==> config.mk <==
export PLATFORM = sky130hd
export DESIGN_NAME = fifo_ctrl_flat
export DESIGN_NICKNAME = d
export VERILOG_FILES = /design/src/rtl/fifo_pkg.sv /design/src/rtl/fifo_ctrl_if.sv /design/src/rtl/fifo_ptr.sv /design/src/rtl/fifo_ctrl.sv /design/src/flat_wrapper.sv
export SDC_FILE = /design/constraint.sdc
export NUM_CORES = 1
export LEC_CHECK = 0
export BUFFER_PORTS_ARGS = -buffer_cell sky130_fd_sc_hd__buf_4
export CELL_PAD_IN_SITES_DETAIL_PLACEMENT = 1
export CELL_PAD_IN_SITES_GLOBAL_PLACEMENT = 1
export CORE_MARGIN = 4
export CORE_UTILIZATION = 32
export DETAILED_ROUTE_END_ITERATION = 8
export MAX_ROUTING_LAYER = met4
export PLACE_DENSITY = 0.74
export SLEW_MARGIN = 5
export SYNTH_ARGS = -nofsm -noshare
export SYNTH_HDL_FRONTEND = slang
export SYNTH_SLANG_ARGS = --single-unit
export TNS_END_PERCENT = 30
==> constraint.sdc <==
create_clock -name clk -period 2.8 [get_ports clk]
set_clock_uncertainty 0.05 [all_clocks]
set_input_delay 0.56 -clock clk [delete_from_list [all_inputs] [get_ports clk]]
set_output_delay 0.56 -clock clk [all_outputs]
set_load 0.1 [all_outputs]
==> src/rtl/fifo_pkg.sv <==
// fifo_pkg: shared status struct and depth helper for the FIFO pointer controller
package fifo_pkg;

    typedef struct packed {
        logic full;
        logic empty;
        logic almost_full;
        logic almost_empty;
        logic overflow;
        logic underflow;
    } fifo_status_t;

    function automatic int fifo_depth(input int addr_width);
        return 1 << addr_width;
    endfunction

endpackage

==> src/rtl/fifo_ctrl_if.sv <==
// fifo_ctrl_if: push/pop requests, storage addressing and status of the FIFO controller
interface fifo_ctrl_if #(
    parameter int ADDR_WIDTH = 4
);
    import fifo_pkg::*;

    logic                  wr;
    logic                  rd;
    logic                  err_clr;
    logic                  wr_en;
    logic [ADDR_WIDTH-1:0] w_addr;
    logic [ADDR_WIDTH-1:0] r_addr;
    logic                  full;
    logic                  empty;
    logic                  almost_full;
    logic                  almost_empty;
    logic [ADDR_WIDTH:0]   level;
    logic                  overflow;
    logic                  underflow;

    modport master (
        output wr, rd, err_clr,
        input  wr_en, w_addr, r_addr, full, empty, almost_full, almost_empty, level, overflow, underflow
    );

    modport slave (
        input  wr, rd, err_clr,
        output wr_en, w_addr, r_addr, full, empty, almost_full, almost_empty, level, overflow, underflow
    );

endinterface

==> src/rtl/fifo_ptr.sv <==
// fifo_ptr: wrapping W-bit pointer that advances on each accepted request
module fifo_ptr #(
    parameter int W = 4
) (
    input  logic         clk,
    input  logic         reset,
    input  logic         inc_i,
    output logic [W-1:0] ptr_o
);
    logic [W-1:0] ptr_q, ptr_d;

    // next pointer: binary rollover gives the modulo-depth wrap for free
    always_comb ptr_d = inc_i ? ptr_q + 1'b1 : ptr_q;

    // pointer register, cleared by reset
    always_ff @(posedge clk) ptr_q <= reset ? '0 : ptr_d;

    assign ptr_o = ptr_q;
endmodule

==> src/rtl/fifo_ctrl.sv <==
// fifo_ctrl: FWFT FIFO pointer/status controller; sticky overflow/underflow flags built only with FIFO_CTRL_ERR_EN
module fifo_ctrl
    import fifo_pkg::*;
#(
    parameter int ADDR_WIDTH = 4,
    parameter int AF_LEVEL   = 2**ADDR_WIDTH-2,
    parameter int AE_LEVEL   = 2
) (
    input  logic      clk,
    input  logic      reset,
    fifo_ctrl_if.slave bus
);
    localparam int DEPTH = fifo_depth(ADDR_WIDTH);
    localparam int LW    = ADDR_WIDTH + 1;

    logic [LW-1:0] level_q, level_d;
    logic          push, pop, ovf, udf;
    fifo_status_t  st;

    // a push is still taken when full if a pop frees the head slot in the same cycle
    assign push = bus.wr & (~st.full | bus.rd);
    assign pop  = bus.rd & ~st.empty;

    // occupancy moves only when exactly one side is accepted
    always_comb level_d = (push & ~pop) ? level_q + 1'b1 : (pop & ~push) ? level_q - 1'b1 : level_q;

    // occupancy register
    always_ff @(posedge clk) level_q <= reset ? '0 : level_d;

    fifo_ptr #(.W(ADDR_WIDTH)) u_wptr (.clk(clk), .reset(reset), .inc_i(push), .ptr_o(bus.w_addr));
    fifo_ptr #(.W(ADDR_WIDTH)) u_rptr (.clk(clk), .reset(reset), .inc_i(pop),  .ptr_o(bus.r_addr));

`ifdef FIFO_CTRL_ERR_EN
    logic ovf_q, udf_q;

    // sticky error flags; a new error in the clearing cycle keeps the flag set
    always_ff @(posedge clk) begin
        if (reset) begin
            ovf_q <= 1'b0;
            udf_q <= 1'b0;
        end else begin
            ovf_q <= (bus.wr & ~push) | (ovf_q & ~bus.err_clr);
            udf_q <= (bus.rd & ~pop)  | (udf_q & ~bus.err_clr);
        end
    end

    assign ovf = ovf_q;
    assign udf = udf_q;
`else
    assign ovf = 1'b0;
    assign udf = 1'b0;
`endif

    // status decoded from registered state only, so wr/rd never reach it combinationally
    always_comb begin
        st.full         = level_q == LW'(DEPTH);
        st.empty        = level_q == '0;
        st.almost_full  = level_q >= LW'(AF_LEVEL);
        st.almost_empty = level_q <= LW'(AE_LEVEL);
        st.overflow     = ovf;
        st.underflow    = udf;
    end

    assign bus.wr_en        = push;
    assign bus.level        = level_q;
    assign bus.full         = st.full;
    assign bus.empty        = st.empty;
    assign bus.almost_full  = st.almost_full;
    assign bus.almost_empty = st.almost_empty;
    assign bus.overflow     = st.overflow;
    assign bus.underflow    = st.underflow;
endmodule
==> src/flat_wrapper.sv <==
// flat-port wrapper written by rule: the top's interface ports become plain ports
module fifo_ctrl_flat import fifo_pkg::*;
#(
    parameter int ADDR_WIDTH = 4,
    parameter int AF_LEVEL   = 2**ADDR_WIDTH-2,
    parameter int AE_LEVEL   = 2
)
  (clk, reset, bus_wr, bus_rd, bus_err_clr, bus_wr_en, bus_w_addr, bus_r_addr, bus_full, bus_empty, bus_almost_full, bus_almost_empty, bus_level, bus_overflow, bus_underflow);
  fifo_ctrl_if #(.ADDR_WIDTH(ADDR_WIDTH)) bus_i ();
  input  logic clk;
  input  logic reset;
  input wire logic [$bits(bus_i.wr)-1:0] bus_wr;
  input wire logic [$bits(bus_i.rd)-1:0] bus_rd;
  input wire logic [$bits(bus_i.err_clr)-1:0] bus_err_clr;
  output wire logic [$bits(bus_i.wr_en)-1:0] bus_wr_en;
  output wire logic [$bits(bus_i.w_addr)-1:0] bus_w_addr;
  output wire logic [$bits(bus_i.r_addr)-1:0] bus_r_addr;
  output wire logic [$bits(bus_i.full)-1:0] bus_full;
  output wire logic [$bits(bus_i.empty)-1:0] bus_empty;
  output wire logic [$bits(bus_i.almost_full)-1:0] bus_almost_full;
  output wire logic [$bits(bus_i.almost_empty)-1:0] bus_almost_empty;
  output wire logic [$bits(bus_i.level)-1:0] bus_level;
  output wire logic [$bits(bus_i.overflow)-1:0] bus_overflow;
  output wire logic [$bits(bus_i.underflow)-1:0] bus_underflow;
  assign bus_i.wr = bus_wr;
  assign bus_i.rd = bus_rd;
  assign bus_i.err_clr = bus_err_clr;
  assign bus_wr_en = bus_i.wr_en;
  assign bus_w_addr = bus_i.w_addr;
  assign bus_r_addr = bus_i.r_addr;
  assign bus_full = bus_i.full;
  assign bus_empty = bus_i.empty;
  assign bus_almost_full = bus_i.almost_full;
  assign bus_almost_empty = bus_i.almost_empty;
  assign bus_level = bus_i.level;
  assign bus_overflow = bus_i.overflow;
  assign bus_underflow = bus_i.underflow;
  fifo_ctrl #(.ADDR_WIDTH(ADDR_WIDTH), .AF_LEVEL(AF_LEVEL), .AE_LEVEL(AE_LEVEL)) u_core (.clk(clk), .reset(reset), .bus(bus_i));
endmodule
Word-level counts from Yosys, hierarchy flattened
Cells that the tools add are included.

word-level totals
  logic and storage cells = 23
  memory bits (writable) = 0
  bits in latches = 0
  bits in read-only memories = 0
  memories = 0
  flip-flop bits (word level) = 13

operators by class
  reduce and logical (&&, ||, !) cells = 2
  shifts and indexed selects = 0
  divide/modulo/power cells = 0
  add/sub/neg operators = 4
  equality and inequality tests = 1
  multipliers = 0
  $lt $le $gt $ge = 2
  mux-type cells = 2
  bitwise operators = 9

operators by type and width
  kind                   count
  $mux W5                2
  $add A4 B1 Y4 const B  2
  $add A5 B1 Y5 const B  1
  $eq A5 B5 Y1 const B   1
  $ge A5 B4 Y1 const B   1
  $le A5 B2 Y1 const B   1
  $logic_not A5 Y1       1
  $sub A5 B1 Y5 const B  1
  $and A1 B1 Y1          4
  $not A1 Y1             4
  $reduce_bool A2 Y1     1
  $or A1 B1 Y1           1

Logic depth before layout (Yosys ltp)
  word-level depth = 8
  gate-level depth with buffers = 11
  mapped depth without buffers = 10

Hierarchy
From an unflattened synthesis, not the netlist that was laid out.

unflattened totals
  cells, all modules = 82
  area, all modules = 790.8 sq um

by module, submodules not included
  module     cells each  area an instance (sq um)  instances  seq. area each (sq um)
  fifo_ctrl  50          432.9                     1          100.1
  fifo_ptr   16          178.9                     2          80.1

Worst setup path after synthesis
Ideal clock, no wire load.

  kind = register to output
  from = reg u_core.level_q[4], in the netlist u_core.bus.level[4]
  to = out bus_almost_empty
  path slack = -3413 ps
  buffers on the path = 1
  stages on the path, launching flop included = 3
  arrival = 5603 ps
  required time = 2190 ps
  cells stage by stage = dfxtp_1 buf_2 a2111oi_0

between the ends
  word-level cells in the longest chain between the ends = 1

ends and longest elaborated chain
  what                    line                text
  from (decl)             fifo_ctrl.sv:16     logic [LW-1:0] level_q, level_d;
  from (signal assigned)  fifo_ctrl.sv:28     always_ff @(posedge clk) level_q <= reset ? '0 : level_d;
  $le A5 B2 Y1            fifo_ctrl.sv:59     st.almost_empty = level_q <= LW'(AE_LEVEL);
  to (decl)               flat_wrapper.sv:21  output wire logic [$bits(bus_i.almost_empty)-1:0] bus_almost_empty;

Every way passes these cells.

Final worst setup path
  from = reg u_core.level_q[1], in the netlist u_core.bus.level[1]
  to = reg u_core.level_q[4], in the netlist u_core.bus.level[4]

between the ends
  word-level cells in the longest chain between the ends = 7

ends and longest elaborated chain
  what                          line             text
  $eq A5 B5 Y1                  fifo_ctrl.sv:56  st.full = level_q == LW'(DEPTH);
  $not A1 Y1                    fifo_ctrl.sv:21  assign push = bus.wr & (~st.full | bus.rd);
  $or A1 B1 Y1                  fifo_ctrl.sv:21
  $and A1 B1 Y1                 fifo_ctrl.sv:21
  $not A1 Y1                    fifo_ctrl.sv:25  always_comb level_d = (push & ~pop) ? level_q + 1'b1 : (pop & ~push) ? level_q - 1'b1 : level_q;
  $and A1 B1 Y1                 fifo_ctrl.sv:25
  $reduce_bool A2 Y1 (no line)  --

Parallel ways exist; a longest one is shown, timed or not. The select of a mux whose other input is x is not followed.
A chain may end at the register's enable or synchronous reset.

==> flow_summary.json <==
{
  "io_buffer_count": 21,
  "viasPerCell": 4.900,
  "final_hold_viol_count": 0,
  "cpPeakStageDelay_ps": 570,
  "cts_hold_buffers": 0,
  "via_count": 686,
  "synthArstFlopShare_pct": 0,
  "drc_errors": 0,
  "path_cells": "or4_4 -> o21ai_4 -> ha_4 -> inv_1 -> ha_1 -> nand2b_4 -> a21oi_2 -> mux2i_1 -> mux2_2",
  "cts.clk_slew.worst_paths_ps": 80,
  "row_count": 17,
  "cts-root-buf": "clkbuf_4",
  "synth_flop_cell": "dfxtp_1",
  "ys_ff_latch": 13,
  "required_ps": 2920,
  "reg2regPathDepth": 9,
  "drive_gt1_share_pct": 41.07,
  "first_iter_violations": 9,
  "fin_nets": 125,
  "syn_inst": 88,
  "crit_slowest_cell": "or4_4",
  "detail-route-antenna-nets": 0,
  "initial_core_util_pct": 34.18,
  "r2r-end": "u_core.bus.level[4]",
  "hpwl_um": 1564,
  "max_cap_viol_count": 0,
  "die_h_um": 57.08,
  "routed_wl_um": 2031,
  "synthToLayoutAreaGrowth_pct": 39.12,
  "synth_edf_count": 0,
  "endpoint": "u_core.bus.level[4]",
  "yosys_warnings": 0,
  "avgSynthCellArea_um2": 8.758,
  "drt-pass1-iter-count": 2,
  "grt_pass1_wl_um": 3387,
  "fin_ws_ps": 103.7,
  "start_kind": "flip-flop",
  "cts_made_buffers": 3,
  "setup_tns_ps": 0,
  "ctsLongestPathBuffers": 2,
  "io_pins": 25,
  "fin_cells": 140,
  "setup_violations": 0,
  "worstSetupEndpointType": "flip-flop",
  "grt_remaining_overflow": 0,
  "antenna_found_initial": 0,
  "clock_latency_ps": 270,
  "dp.cells": 135,
  "slew_viol_final": 0,
  "fin_crit_sh_pct": 96.30,
  "routabilityCongestion": 0.8411,
  "clock_sinks": 13,
  "die_area_um2": 3258,
  "startpoint": "u_core.bus.level[1]",
  "track_usage_pct": 13.65,
  "grt_start_max_net_pins": 17,
  "core-area_um2": 2255,
  "rsz0062_at_grt": "no",
  "synth_seq_area_share_pct": 33.77,
  "grt_pass1_vias": 733,
  "crit_fanout": 8,
  "critPathKind": "reg2reg",
  "status": "completed",
  "fmax_mhz": 370.9,
  "fp.dieW_um": 57.08,
  "antennaDiodeCount": 0,
  "ys_types": 30,
  "cts_tree": "yes",
  "r2r_setup_slack_ps": 100,
  "r2r-start": "u_core.bus.level[1]",
  "crit_arrival_ps": 2810,
  "synth.cell_area_um2": 770.7,
  "finalCriticalPeriod_ps": 2696,
  "n_fill_cell": 279,
  "min_path_type": "reg2reg",
  "htreeDepth": 1,
  "wl_per_cell_um": 14.51,
  "place_ws_ps": 86.13
}
==> cell type report <==
type                       instances  area, um^2  area share, %
multi-input combinational         67       533.0          49.71
sequential                        13       279.0          26.02
tap                               28       35.03          3.267
inverter                           4       18.77          1.750
clock buffer                       4       26.28          2.450
timing repair buffer              24       180.2          16.80
==> kinds of logic (layout without fill, tap and decap cells) <==
group	Yosys count	in the layout	share of synthesized area (%)
buffers and inverters	9	32	5.518
flip-flops	13	13	33.77
AO/OA/AOI/OAI	13	13	12.66
other	1	2	0.4865
AND/OR/NAND/NOR	33	33	20.78
multiplexers	4	4	5.357
adder cells (fa/ha/maj)	7	7	12.34
XOR/XNOR	8	8	9.091
==> flip-flops by register name, indices dropped and copies added (netlist names) <==
name / count
u_core.u_wptr.ptr_o: 4
u_core.u_rptr.ptr_o: 4
u_core.bus.level: 5
==> layer usage <==
metal  part of all wire (%)  global-route usage, %  routed length [um]  vias up
met3                    3.0                  2.489                  60        2
met4                    1.3                  5.960                  27        0
met5                      0                      -                   0        -
met2                     53                  23.49                1079       11
li1                       -                      -                   -      345
met1                     43                  15.31                 864      328
==> worst min path at each step <==
stage	to	start	cells past startpoint
after floorplan	u_core.bus.level[0]	reset	1
after global placement	u_core.u_rptr.ptr_o[3]	u_core.u_rptr.ptr_o[3]	2
after detailed placement	u_core.u_rptr.ptr_o[3]	u_core.u_rptr.ptr_o[3]	2
after CTS	u_core.u_rptr.ptr_o[3]	u_core.u_rptr.ptr_o[3]	2
after global routing	u_core.bus.level[1]	reset	2
final	u_core.u_rptr.ptr_o[3]	u_core.u_rptr.ptr_o[3]	2
==> cell usage after synthesis (2+ instances only) <==
cell type  count  area, um^2
nor2_1        20       75.07
dfxtp_1       13       260.3
a21oi_1        6       30.03
ha_1           6       75.07
xor2_1         6       52.55
inv_1          4       15.01
mux2i_1        3       30.03
buf_4          2       15.01
clkbuf_1       2       7.510
nand2_1        2       7.510
nor2b_1        2       12.51
nor4_1         2       12.51
o211ai_1       2       15.01
xnor2_1        2       17.52
==> stage by stage <==
step | cell area (um^2) | hold slack, ps | utilization, %
floorplan | 864.6 | 572.7 | -
global placement | 1039 | 445.0 | 46.06
detailed placement | 1039 | 464.8 | 46.06
CTS | 1065 | 485.1 | 47.23
global route | 1072 | 532.1 | 47.56
finish | 1072 | 475.6 | 47.56
==> worst max-delay path: cells and delay by family, from the launching register on <==
kind | cells | cell delay, ps
compound gates | 2 | 330
fa+ha+maj | 2 | 530
buf+inv | 1 | 90
flops | 1 | 390
mux | 2 | 560
simple gates | 2 | 630
==> repair_timing <==
action | in CTS | in global routing
hold endpoints to repair | 0 | 0
setup buffers | 0 | 1
resized for setup | 0 | 0
setup endpoints to repair | 0 | 2
==> cell usage in the layout (no fill, tap or decap) <==
cell type / Yosys / layout
xor2_1: 6 / 6
and3_1: 1 / 1
clkinvlp_4: 0 / 1
nand4_1: 1 / 1
o21ai_4: 1 / 1
and2_1: 1 / 1
inv_1: 4 / 3
mux2_2: 1 / 1
ha_1: 6 / 5
nor2b_1: 2 / 1
a21o_2: 1 / 1
nor4_4: 0 / 1
nor2_1: 20 / 20
buf_4: 2 / 24
a21oi_1: 6 / 5
mux2i_1: 3 / 3
dfxtp_1: 13 / 8
xnor2_1: 2 / 2
conb_1: 1 / 2
a21bo_4: 0 / 1
or4_4: 1 / 1
o211ai_1: 2 / 2
clkbuf_1: 2 / 1
a21oi_2: 0 / 1
nor2b_4: 0 / 1
nand2b_4: 0 / 1
ha_4: 0 / 1
or3_1: 1 / 1
nand2_1: 2 / 2
nor4bb_1: 1 / 1
clkbuf_4: 0 / 3
a2111oi_2: 0 / 1
dfxtp_4: 0 / 5
nor4_1: 2 / 1
a31o_2: 1 / 1
fa_2: 0 / 1
Power is not shown: default switching activity piles up to over one toggle a cycle in this logic, so the estimate is an artifact.
